[src/rtl/rf_wb_arbiter.sv]
// rf_wb_arbiter: arbitrates ALU and LSU writeback requests onto a single
// registered register-file write port and counts requester conflicts.
// Optional feature: define RF_WB_FWD_EN to add rs1/rs2 forwarding from the
// registered write port.
//
// Handshake: a request transfers when valid and ready are both high at a
// rising edge of i_clk. Ready is asserted only to the granted requester and
// only while its valid is high (ready depends combinationally on valid).
// Requesters hold valid and payload stable until accepted.
module rf_wb_arbiter #(
   parameter int LSU_FIXED_PRIO = 0,
   parameter int CNT_W          = 16
) (
   input  logic             i_clk,
   input  logic             i_rst,
   input  logic             i_alu_valid,
   input  logic [4:0]       i_alu_rd_addr,
   input  logic [31:0]      i_alu_rd_data,
   output logic             o_alu_ready,
   input  logic             i_lsu_valid,
   input  logic [4:0]       i_lsu_rd_addr,
   input  logic [31:0]      i_lsu_rd_data,
   output logic             o_lsu_ready,
   output logic             o_rd_wren,
   output logic [4:0]       o_rd_addr,
   output logic [31:0]      o_rd_data,
`ifdef RF_WB_FWD_EN
   input  logic [4:0]       i_rs1_addr,
   input  logic [4:0]       i_rs2_addr,
   output logic             o_fwd_rs1_hit,
   output logic [31:0]      o_fwd_rs1_data,
   output logic             o_fwd_rs2_hit,
   output logic [31:0]      o_fwd_rs2_data,
`endif
   output logic [CNT_W-1:0] o_conflict_cnt
);

   // 1 = the last completed transfer came from the LSU; reset to LSU so the
   // ALU wins the first tie.
   logic        last_grant_lsu;
   logic        grant_alu;
   logic        grant_lsu;
   logic        xfer;
   logic [4:0]  sel_addr;
   logic [31:0] sel_data;

   // Grant selection: single requester always wins; ties go by priority mode.
   always_comb begin
      grant_alu = 1'b0;
      grant_lsu = 1'b0;
      if (i_alu_valid && i_lsu_valid) begin
         if (LSU_FIXED_PRIO != 0) begin
            grant_lsu = 1'b1;
         end else if (last_grant_lsu) begin
            grant_alu = 1'b1;
         end else begin
            grant_lsu = 1'b1;
         end
      end else if (i_alu_valid) begin
         grant_alu = 1'b1;
      end else if (i_lsu_valid) begin
         grant_lsu = 1'b1;
      end
   end

   // Ready is held low throughout reset so nothing is accepted.
   always_comb begin
      o_alu_ready = grant_alu && !i_rst;
      o_lsu_ready = grant_lsu && !i_rst;
      xfer        = o_alu_ready || o_lsu_ready;
      sel_addr    = o_lsu_ready ? i_lsu_rd_addr : i_alu_rd_addr;
      sel_data    = o_lsu_ready ? i_lsu_rd_data : i_alu_rd_data;
   end

   // Registered write port; writes to x0 complete the handshake but never
   // raise the write enable. Address/data hold when nothing transfers.
   always_ff @(posedge i_clk or posedge i_rst) begin
      if (i_rst) begin
         o_rd_wren <= 1'b0;
         o_rd_addr <= 5'd0;
         o_rd_data <= 32'd0;
      end else begin
         o_rd_wren <= xfer && (sel_addr != 5'd0);
         if (xfer) begin
            o_rd_addr <= sel_addr;
            o_rd_data <= sel_data;
         end
      end
   end

   // Last-grant record moves only on a completed transfer.
   always_ff @(posedge i_clk or posedge i_rst) begin
      if (i_rst) begin
         last_grant_lsu <= 1'b1;
      end else if (xfer) begin
         last_grant_lsu <= o_lsu_ready;
      end
   end

   // Saturating count of edges where both requesters were valid.
   always_ff @(posedge i_clk or posedge i_rst) begin
      if (i_rst) begin
         o_conflict_cnt <= '0;
      end else if (i_alu_valid && i_lsu_valid &&
                   (o_conflict_cnt != {CNT_W{1'b1}})) begin
         o_conflict_cnt <= o_conflict_cnt + 1'b1;
      end
   end

`ifdef RF_WB_FWD_EN
   // Forward the write currently on the port to matching non-x0 sources.
   always_comb begin
      o_fwd_rs1_hit  = o_rd_wren && (i_rs1_addr == o_rd_addr) && (i_rs1_addr != 5'd0);
      o_fwd_rs2_hit  = o_rd_wren && (i_rs2_addr == o_rd_addr) && (i_rs2_addr != 5'd0);
      o_fwd_rs1_data = o_fwd_rs1_hit ? o_rd_data : 32'd0;
      o_fwd_rs2_data = o_fwd_rs2_hit ? o_rd_data : 32'd0;
   end
`endif

endmodule

[config.mk]
export PLATFORM = sky130hd
export DESIGN_NAME = rf_wb_arbiter
export DESIGN_NICKNAME = d
export VERILOG_FILES = /design/src/rtl/rf_wb_arbiter.sv
export SDC_FILE = /design/constraint.sdc
export NUM_CORES = 1
export LEC_CHECK = 0
export ABC_AREA = 1
export CAP_MARGIN = 20
export CORE_UTILIZATION = 35
export DETAILED_ROUTE_END_ITERATION = 8
export GPL_TIMING_DRIVEN = 0
export PLACE_DENSITY = 0.79
export REMOVE_ABC_BUFFERS = 1
export SYNTH_ARGS = -nofsm -noshare
export SYNTH_HDL_FRONTEND = slang
export SYNTH_SLANG_ARGS = --single-unit
[constraint.sdc]
create_clock -name i_clk -period 3.7 [get_ports i_clk]
set_clock_uncertainty 0.2 [all_clocks]
set_input_delay 0.37 -clock i_clk [delete_from_list [all_inputs] [get_ports i_clk]]
set_output_delay 0.37 -clock i_clk [all_outputs]
set_load 0.05 [all_outputs]
# Yosys cells after proc, flatten, opt, wreduce, memory -nomap -nowiden
# Cells that the tools add are included.
[word_totals] elab_cells=24 ff_bits=55 inputBits=78
[classes] muxes=9 eq_ne=1 add_sub_neg=1 reduce_logical=8
[op_table] operator="$mux W32" count=1
[op_table] operator="$add A16 B1 Y16 const B" count=1
[op_table] operator="$ne A16 B16 Y1 const B" count=1
[op_table] operator="$mux W1" count=7
[op_table] operator="$logic_and A1 B1 Y1" count=5
[op_table] operator="$mux W5" count=1
[op_table] operator="$reduce_bool A5 Y1" count=1
[op_table] operator="$logic_not A1 Y1" count=1
[op_table] operator="$logic_or A1 B1 Y1" count=1

# Logic depth before layout (Yosys ltp)
# Gate-level depths: netlist of run 1.
[logic_depth] depth_word=7 mapped_depth=9

# Worst setup path after synthesis of run 1
# Ideal clock, no wire load.
[synth_timing] kind="input to output" from="input i_rst" to="output o_lsu_ready" arrival_time_ps=2413 required_time_ps=3130 stages=4 setup_slack_ps=717 path_cell_list="inv_1 nand3_2 inv_2 buf_2"
[synth_between] elab_chain_cells=2
[synth_lines] item="start, declared" line_no="15" source="input logic i_rst,"
[synth_lines] item="$logic_not A1 Y1 (no source line)"
[synth_lines] item="$logic_and A1 B1 Y1" line_no="69" source="o_lsu_ready = grant_lsu && !i_rst;"
[synth_lines] item="end, declared" line_no="23" source="output logic o_lsu_ready,"
# No other way between the ends.

# Final worst setup path of run 1
[layout_timing] from="input i_rst" to="output o_alu_ready"
[layout_between] elab_chain_cells=2
[layout_lines] item="$logic_not A1 Y1 (no source line)"
[layout_lines] item="$logic_and A1 B1 Y1" line_no="68" source="o_alu_ready = grant_alu && !i_rst;"
[layout_lines] item="end, declared" line_no="19" source="output logic o_alu_ready,"
# No other way between the ends.

==> flow_summary.json, run 1 <==
{
  "status": "complete, no violations",
  "wl_per_cell_microns": 12.6,
  "grt.total_usage_pct": 19.1,
  "syn-cell-area_sq_mm": 0.00285,
  "worstReg2RegStart": "last_grant_lsu",
  "drt_first_iter_violations": 86,
  "first_global_vias": 2741,
  "route.detailed.vias_per_inst": 4.68,
  "cp-start-kind": "input port",
  "cts_max_level": 2,
  "die_y_microns": 92.2,
  "antenna_found_initial": 0,
  "synth_ff_type": "dfrtp_1",
  "slew_headroom_pct": 35.6,
  "rows": 32,
  "hold_violations": 0,
  "synthArstFlopShare_pct": 100,
  "power_density_mw_per_mm2": 528,
  "detail-route-antenna-nets": 0,
  "ff2ff_setup_slack_ps": 890,
  "synth_common_cells": "181 x nand2_1, 54 x dfrtp_1, 43 x nand3_1",
  "drtPass1Iterations": 4,
  "area_delta_synth_final_pct": 53.8,
  "regToRegEndpoint": "o_rd_addr[3]",
  "leakagePower_nw": 2.00,
  "nets": 583,
  "yosys_warnings": 0,
  "pin_count": 134,
  "cts_tree": "yes",
  "cts.sinks": 55,
  "finalWeightedCongestion": 0.819,
  "max-vdd-ir-drop_uv": 286,
  "r2r_cells": 5,
  "yosysSeqAreaShare_pct": 48.4,
  "cts_root_buffer": "clkbuf_8",
  "yosys.area.top_type": "dfrtp_1",
  "coreArea_sq_mm": 0.00781,
  "fin_crit_ps": 3400,
  "min_path_type": "in2async",
  "grt_max_degree": 44,
  "synthTopCellsByArea": "dfrtp_1 47%, nand2_1 24%, nand3_1 7.6%",
  "synth_top_area_share_pct": 47.5,
  "clk_latency_ps": 300,
  "drc": 0,
  "setup_viol": 0,
  "synth.most_common_cell": "nand2_1",
  "synth_cell_types": 27,
  "finalPower_mw": 2.31,
  "rsz0062_at_grt": "no",
  "maxCapViolations": 0,
  "ys_ff_latch": 55,
  "insertedDiodeCount": 0,
  "finalCritPeriodShare_pct": 91.8,
  "synth_cells": 376,
  "overflow": 0,
  "wl_microns": 7630,
  "ctsHoldBuffers": 0,
  "drive_above_1_share_pct": 5.94,
  "critPathRequiredTime_ps": 3130,
  "start_util_pct": 36.5,
  "path_class": "in2out",
  "fin_hold_ws_ps": 265,
  "num_vias": 2842,
  "tightest_slew_ps": 963,
  "dp_hpwl_microns": 5750,
  "cts_buffer_depth": 2,
  "port-buffer-count": 133,
  "fp.dieW_microns": 92.2,
  "avgSynthCellArea_sq_um": 7.57,
  "cp.arrival_ps": 2830,
  "grt_pass1_wl_microns": 12800,
  "post_cts_buffers": 0,
  "fin_setup_tns_ps": 0,
  "fmax_mhz": 294,
  "clk_pin_slew_ps": 90,
  "die-area_sq_mm": 0.00850,
  "cts_buffers": 5,
  "slew_violations": 0,
  "critPathMaxFanout": 36,
  "endpoint_kind": "primary output",
  "synth_edf_count": 0
}
per-stage QoR:
stage / instance area, sq um / cells / setup WS [ps] / utilization [%]
3_3_place_gp: 4220 / 598 / -1340 / 54.0
2_1_floorplan: 2760 / 363 / 485 / -
6_report: 4380 / 607 / 304 / 56.1
3_5_place_dp: 4240 / 599 / -144 / 54.3
5_1_grt: 4380 / 607 / 92.8 / 56.1
4_1_cts: 4380 / 607 / 112 / 56.1
critical path, stage by stage:
cell and delay (ps):
clkdlybuf4s50_1 460, inv_4 380, nand3_1 160, inv_2 490, clkdlybuf4s50_1 930
worst max path at each step:
stage                     slack [ps]  start      endpoint
after CTS                        110  i_rst   o_lsu_ready
after detailed placement        -140  i_rst   o_lsu_ready
after floorplan                  480  i_rst  o_rd_addr[3]
after global routing              90  i_rst   o_lsu_ready
after global placement         -1340  i_rst   o_lsu_ready
final                            300  i_rst   o_alu_ready
final cells by class:
type / count / area [sq um]
Tap cell: 102 / 128
Clock buffer: 6 / 72.6
Inverter: 26 / 101
Timing Repair Buffer: 134 / 1360
Sequential cell: 55 / 1380
Clock inverter: 2 / 60.1
Fill cell: 711 / 3430
Multi-Input combinational cell: 282 / 1280
sequential cells by signal, indices dropped and copies added, names as in the netlist:
signal	cells
last_grant_lsu	1
o_rd_data	32
o_rd_addr	5
o_conflict_cnt	16
o_rd_wren	1
placed cells by master (no fill, tap or decap), types with 4 or more instances in the layout:
cell type	n
clkbuf_8	5
nand3_1	43
o21ai_0	7
dfrtp_1	54
nand4_1	4
o21ai_1	6
clkdlybuf4s50_1	133
nor2_1	18
inv_1	22
o21ai_2	7
nand2_1	181
layer usage:
metal / vias to the layer above / share of wire [%] / GRT usage (%)
met2: 103 / 50 / 33.7
li1: 1433 / - / -
met1: 1297 / 41 / 22.6
met3: 9 / 7.8 / 6.14
met4: 0 / 1.2 / 4.43
met5: - / 0 / 0
what timing repair did:
item	4_1_cts	5_1_grt
pin swaps	0	0
gates resized for setup	1	1
endpoints found under the setup margin	2	1
hold endpoints to repair	0	0
logic make-up after synthesis:
logic type	count (synthesis)	share of synthesized area [%]
fa+ha+maj	1	0.439
xor+xnor	4	1.23
simple gates	256	38.2
buf+inv	39	6.63
compound gates	21	5.10
flops	55	48.4
power by group:
part	switching [mW]	total [mW]	internal [mW]
clock	0.196	0.467	0.271
sequential	0.106	0.826	0.720
combinational	0.658	1.02	0.360
(Power assumes the default switching activity.)
==> inputs of run 2 (changes only) <==
PLACE_DENSITY = 0.82   (was 0.79)
SLEW_MARGIN = 0   (was default)
clock period = 3.05 ns   (was 3.7 ns; I/O delays follow)
==> flow_summary.json, run 2 (synthesis results as in run 1) <==
{
  "status": "complete, no violations",
  "detailroute.wirelength.met3_microns": 574,
  "setup_viol": 0,
  "detail-route-antenna-nets": 0,
  "dp.cells": 599,
  "regToRegEndpoint": "o_rd_addr[3]",
  "power_density_mw_per_mm2": 642,
  "reg_top3": "o_rd_data: 32 flops, o_conflict_cnt: 16 flops, o_rd_addr: 5 flops",
  "path_class": "in2out",
  "final_common_cell": "nand2_1",
  "cp_top_family": "buffers and inverters",
  "cts_buffer_depth": 2,
  "dp_hpwl_microns": 5710,
  "drt_first_iter_violations": 105,
  "finalCritPeriodShare_pct": 89.9,
  "clk_pin_slew_ps": 100,
  "finalWeightedCongestion": 0.835,
  "wl_microns": 7610,
  "r2r_cells": 5,
  "drtPass1Iterations": 6,
  "cts.sinks": 55,
  "num_vias": 2940,
  "max-vdd-ir-drop_uv": 360,
  "coreArea_sq_mm": 0.00781,
  "fmax_mhz": 365,
  "route.detailed.vias_per_inst": 4.84,
  "slew_headroom_pct": 36.8,
  "cts_max_level": 2,
  "tightest_slew_ps": 947,
  "rows": 32,
  "top_register": "o_rd_data",
  "critPathSlowestCell": "dlygate4sd2_1",
  "grt_pass1_wl_microns": 13100,
  "worstPathCellList": "clkdlybuf4s50_1 -> inv_2 -> nand3_2 -> inv_4 -> dlygate4sd2_1",
  "start_util_pct": 36.5,
  "drive_above_1_share_pct": 6.14,
  "worstReg2RegStart": "last_grant_lsu",
  "nets": 583,
  "cp.arrival_ps": 2240,
  "largest_register_ffs": 32,
  "topRoutingLayerUsed": "met4",
  "cts_buffers": 5,
  "wl_per_cell_microns": 12.5,
  "grt.total_usage_pct": 19.2,
  "leakagePower_nw": 2.00,
  "endpoint_kind": "primary output",
  "clk_latency_ps": 300,
  "wl_met1_microns": 2970,
  "fp.dieW_microns": 92.2,
  "ff2ff_setup_slack_ps": 630,
  "cp-start-kind": "input port",
  "maxCapViolations": 0,
  "fin_crit_ps": 2740,
  "final_cells": 607,
  "critPathMaxFanout": 34,
  "insertedDiodeCount": 0,
  "cpPeakStageDelay_ps": 580,
  "crit_buf_inv": 4,
  "cts_root_buffer": "clkbuf_8",
  "hold_violations": 0,
  "rsz0062_at_grt": "no",
  "pin_count": 134,
  "grt_max_degree": 44,
  "ctsHoldBuffers": 0,
  "critPathRequiredTime_ps": 2540,
  "min_path_type": "in2async",
  "die-area_sq_mm": 0.00850,
  "final_cell_mix": "181 x nand2_1, 131 x clkdlybuf4s50_1, 54 x dfrtp_1",
  "cts_tree": "yes",
  "die_y_microns": 92.2,
  "drc": 0,
  "port-buffer-count": 133,
  "overflow": 0,
  "area_delta_synth_final_pct": 53.3,
  "post_cts_buffers": 0,
  "antenna_found_initial": 0,
  "first_global_vias": 2922,
  "slew_violations": 0,
  "finalPower_mw": 2.80,
  "dr_wl_met2_microns": 3940,
  "fin_hold_ws_ps": 101
}
==> run 2: layout make-up <==
class                   instances  area [sq um]
clock inverters                 2          60.1
repair buffers                134          1350
well taps                     102           128
flip-flops and latches         55          1380
clock buffers                   6          72.6
fillers                       740          3440
inverters                      26           103
multi-input cells             282          1280
==> run 2: stage by stage <==
step	area [sq um]	setup WS, ps	util, %	setup TNS (ps)
2_1_floorplan	2760	-100	-	-2710
3_3_place_gp	4220	-1830	54.0	-52890
3_5_place_dp	4240	-364	54.2	-614
4_1_cts	4370	101	56.0	0
5_1_grt	4370	128	55.9	0
6_report	4370	307	55.9	0
==> run 2: worst max path at each step <==
stage                     slack [ps]  cells past startpoint      endpoint   from
after global placement         -1830                      5   o_lsu_ready  i_rst
after global routing             130                      5   o_lsu_ready  i_rst
after CTS                        100                      6   o_alu_ready  i_rst
after floorplan                 -100                      6  o_rd_addr[3]  i_rst
final                            310                      5   o_lsu_ready  i_rst
after detailed placement        -360                      6   o_alu_ready  i_rst
==> run 2: what timing repair did <==
item / in CTS / in global routing
resized for setup: 4 / 2
cloned: 0 / 0
pin swaps: 0 / 0
endpoints found under the hold margin: 0 / 0
setup endpoints to repair: 2 / 1
==> run 2: worst reg2reg max path: cells and delay by family (launching register included) <==
family | cells | cell delay, ps
flip-flops | 1 | 550
buffers and inverters | 1 | 190
AO/OA/AOI/OAI | 1 | 240
AND/OR/NAND/NOR | 3 | 1080
==> run 2: where the power goes <==
part	switching, mW	internal (mW)	total, mW	leakage (nW)
Sequential	0.127	0.874	1.00	0.685
Combinational	0.798	0.435	1.23	1.25
Clock	0.240	0.328	0.568	0.0654
==> run 2: routing by layer <==
metal	global-route usage, %	vias up
met5	0	-
met4	4.95	0
met3	5.97	13
met2	35.4	121
met1	21.3	1375
li1	-	1431
==> inputs of run 3 (changes only) <==
CORE_UTILIZATION = 37   (was 35)
PLACE_DENSITY = 0.85   (was 0.82)
clock period = 2.4 ns   (was 3.05 ns; I/O delays follow)
==> flow_summary.json, run 3 (synthesis results as in run 1) <==
{
  "reg_top3": "o_rd_data: 32 flops, o_conflict_cnt: 16 flops, o_rd_addr: 5 flops",
  "final_common_cell": "nand2_1",
  "finalWeightedCongestion": 0.907,
  "coreArea_sq_mm": 0.00733,
  "finalCritPeriodShare_pct": 95.8,
  "drtPass1Iterations": 4,
  "rows": 31,
  "cts_max_level": 2,
  "slew_violations": 0,
  "max-vdd-ir-drop_uv": 421,
  "power_density_mw_per_mm2": 780,
  "fp.dieW_microns": 89.7,
  "finalPower_mw": 3.40,
  "area_delta_synth_final_pct": 53.2,
  "pin_count": 134,
  "drive_above_1_share_pct": 6.53,
  "cp_common_cell": "inv_6",
  "endpoint_kind": "primary output",
  "setup_viol": 0,
  "r2r_cells": 6,
  "final_cell_mix": "181 x nand2_1, 131 x clkdlybuf4s50_1, 54 x dfrtp_1",
  "min_path_type": "in2async",
  "drt_first_iter_violations": 85,
  "critPathSlowestCell": "clkdlybuf4s50_1",
  "clk_latency_ps": 300,
  "cts_buffers": 5,
  "grt_max_degree": 44,
  "p_clk_share_pct": 16.0,
  "combPwrFrac_pct": 46.4,
  "clk_pin_slew_ps": 100,
  "ctsHoldBuffers": 0,
  "cts_tree": "yes",
  "nets": 583,
  "start_util_pct": 38.8,
  "rsz0062_at_grt": "yes",
  "cpPeakStageDelay_ps": 480,
  "post_cts_buffers": 0,
  "power.switching_mw": 1.50,
  "cts.sinks": 55,
  "critPathMaxFanout": 35,
  "status": "complete, no violations",
  "overflow": 0,
  "first_global_vias": 2875,
  "maxCapViolations": 0,
  "wl_microns": 7690,
  "insertedDiodeCount": 0,
  "tightest_slew_ps": 892,
  "fin_crit_ps": 2300,
  "critPathRequiredTime_ps": 1960,
  "wl_per_cell_microns": 12.7,
  "worstPathCellList": "clkdlybuf4s50_1 -> inv_6 -> nand3_1 -> inv_6 -> clkdlybuf4s18_2",
  "cp-start-kind": "input port",
  "hold_violations": 0,
  "fin_hold_ws_ps": 76.2,
  "detail-route-antenna-nets": 0,
  "dp_hpwl_microns": 5920,
  "antenna_found_initial": 0,
  "port-buffer-count": 133,
  "cts_buffer_depth": 2,
  "slew_headroom_pct": 40.4,
  "cp.arrival_ps": 1860,
  "die-area_sq_mm": 0.00805,
  "drc": 0,
  "die_y_microns": 89.7,
  "seq_power_share_pct": 37.6,
  "grt_pass1_wl_microns": 13200,
  "p_int_mw": 1.90,
  "num_vias": 2843,
  "top_register": "o_rd_data",
  "route.detailed.vias_per_inst": 4.71,
  "fmax_mhz": 435,
  "grt.total_usage_pct": 20.0,
  "leakagePower_nw": 1.98,
  "cts_resized": 11,
  "largest_register_ffs": 32,
  "cts_root_buffer": "clkbuf_8",
  "path_class": "in2out",
  "power.share.switching_pct": 44.1
}
run 3: final timing paths:
kind / endpoint / start / slack [ps]
hold reg to reg: o_rd_data[6] / o_rd_data[6] / 290
setup / recovery: o_alu_ready / i_rst / 100
setup reg to reg: o_rd_data[19] / last_grant_lsu / 170
min in group i_clk: o_rd_data[4] / i_lsu_rd_data[4] / 290
hold / removal: o_rd_addr[2] / i_rst / 80
max in group asynchronous: o_rd_data[30] / i_rst / 1480
run 3: area by class of cell:
type	count	area [sq um]
multi-input combinational	282	1290
sequential	55	1380
inverter	26	115
clock inverter	2	16.3
timing repair buffer	134	1350
fill	616	2970
tap	99	124
clock buffer	6	82.6
run 3: stage by stage:
step	TNS, ps	worst slack, ps	cells	area [sq um]	utilization, %
after global placement	-102870	-2330	595	4210	57.5
after floorplan	-25670	-685	363	2760	-
after global routing	-32.0	-32.0	604	4360	59.5
after CTS	0	0.0886	604	4350	59.3
final	0	101	604	4360	59.5
after detailed placement	-18130	-909	596	4230	57.7
run 3: worst max-delay path: cells and delay by family:
family	cells	cell delay, ps
buffers and inverters	4	1390
and+or+nand+nor	1	200
run 3: routing by layer:
metal	part of all wire (%)	up-vias	GRT usage, %
met5	0	-	0
met4	0.73	0	4.51
met3	9.1	4	7.11
met2	52	115	36.9
met1	38	1299	21.8
li1	-	1425	-
run 3: power by group through the flow:
stage	Sequential (mW)	Combinational [mW]	Clock (mW)
global placement	1.28	1.55	0
global route	1.31	1.67	0.605
CTS	1.28	1.59	0.561
detailed placement	1.29	1.58	0
floorplan	1.90	0.341	0
finish	1.28	1.58	0.546
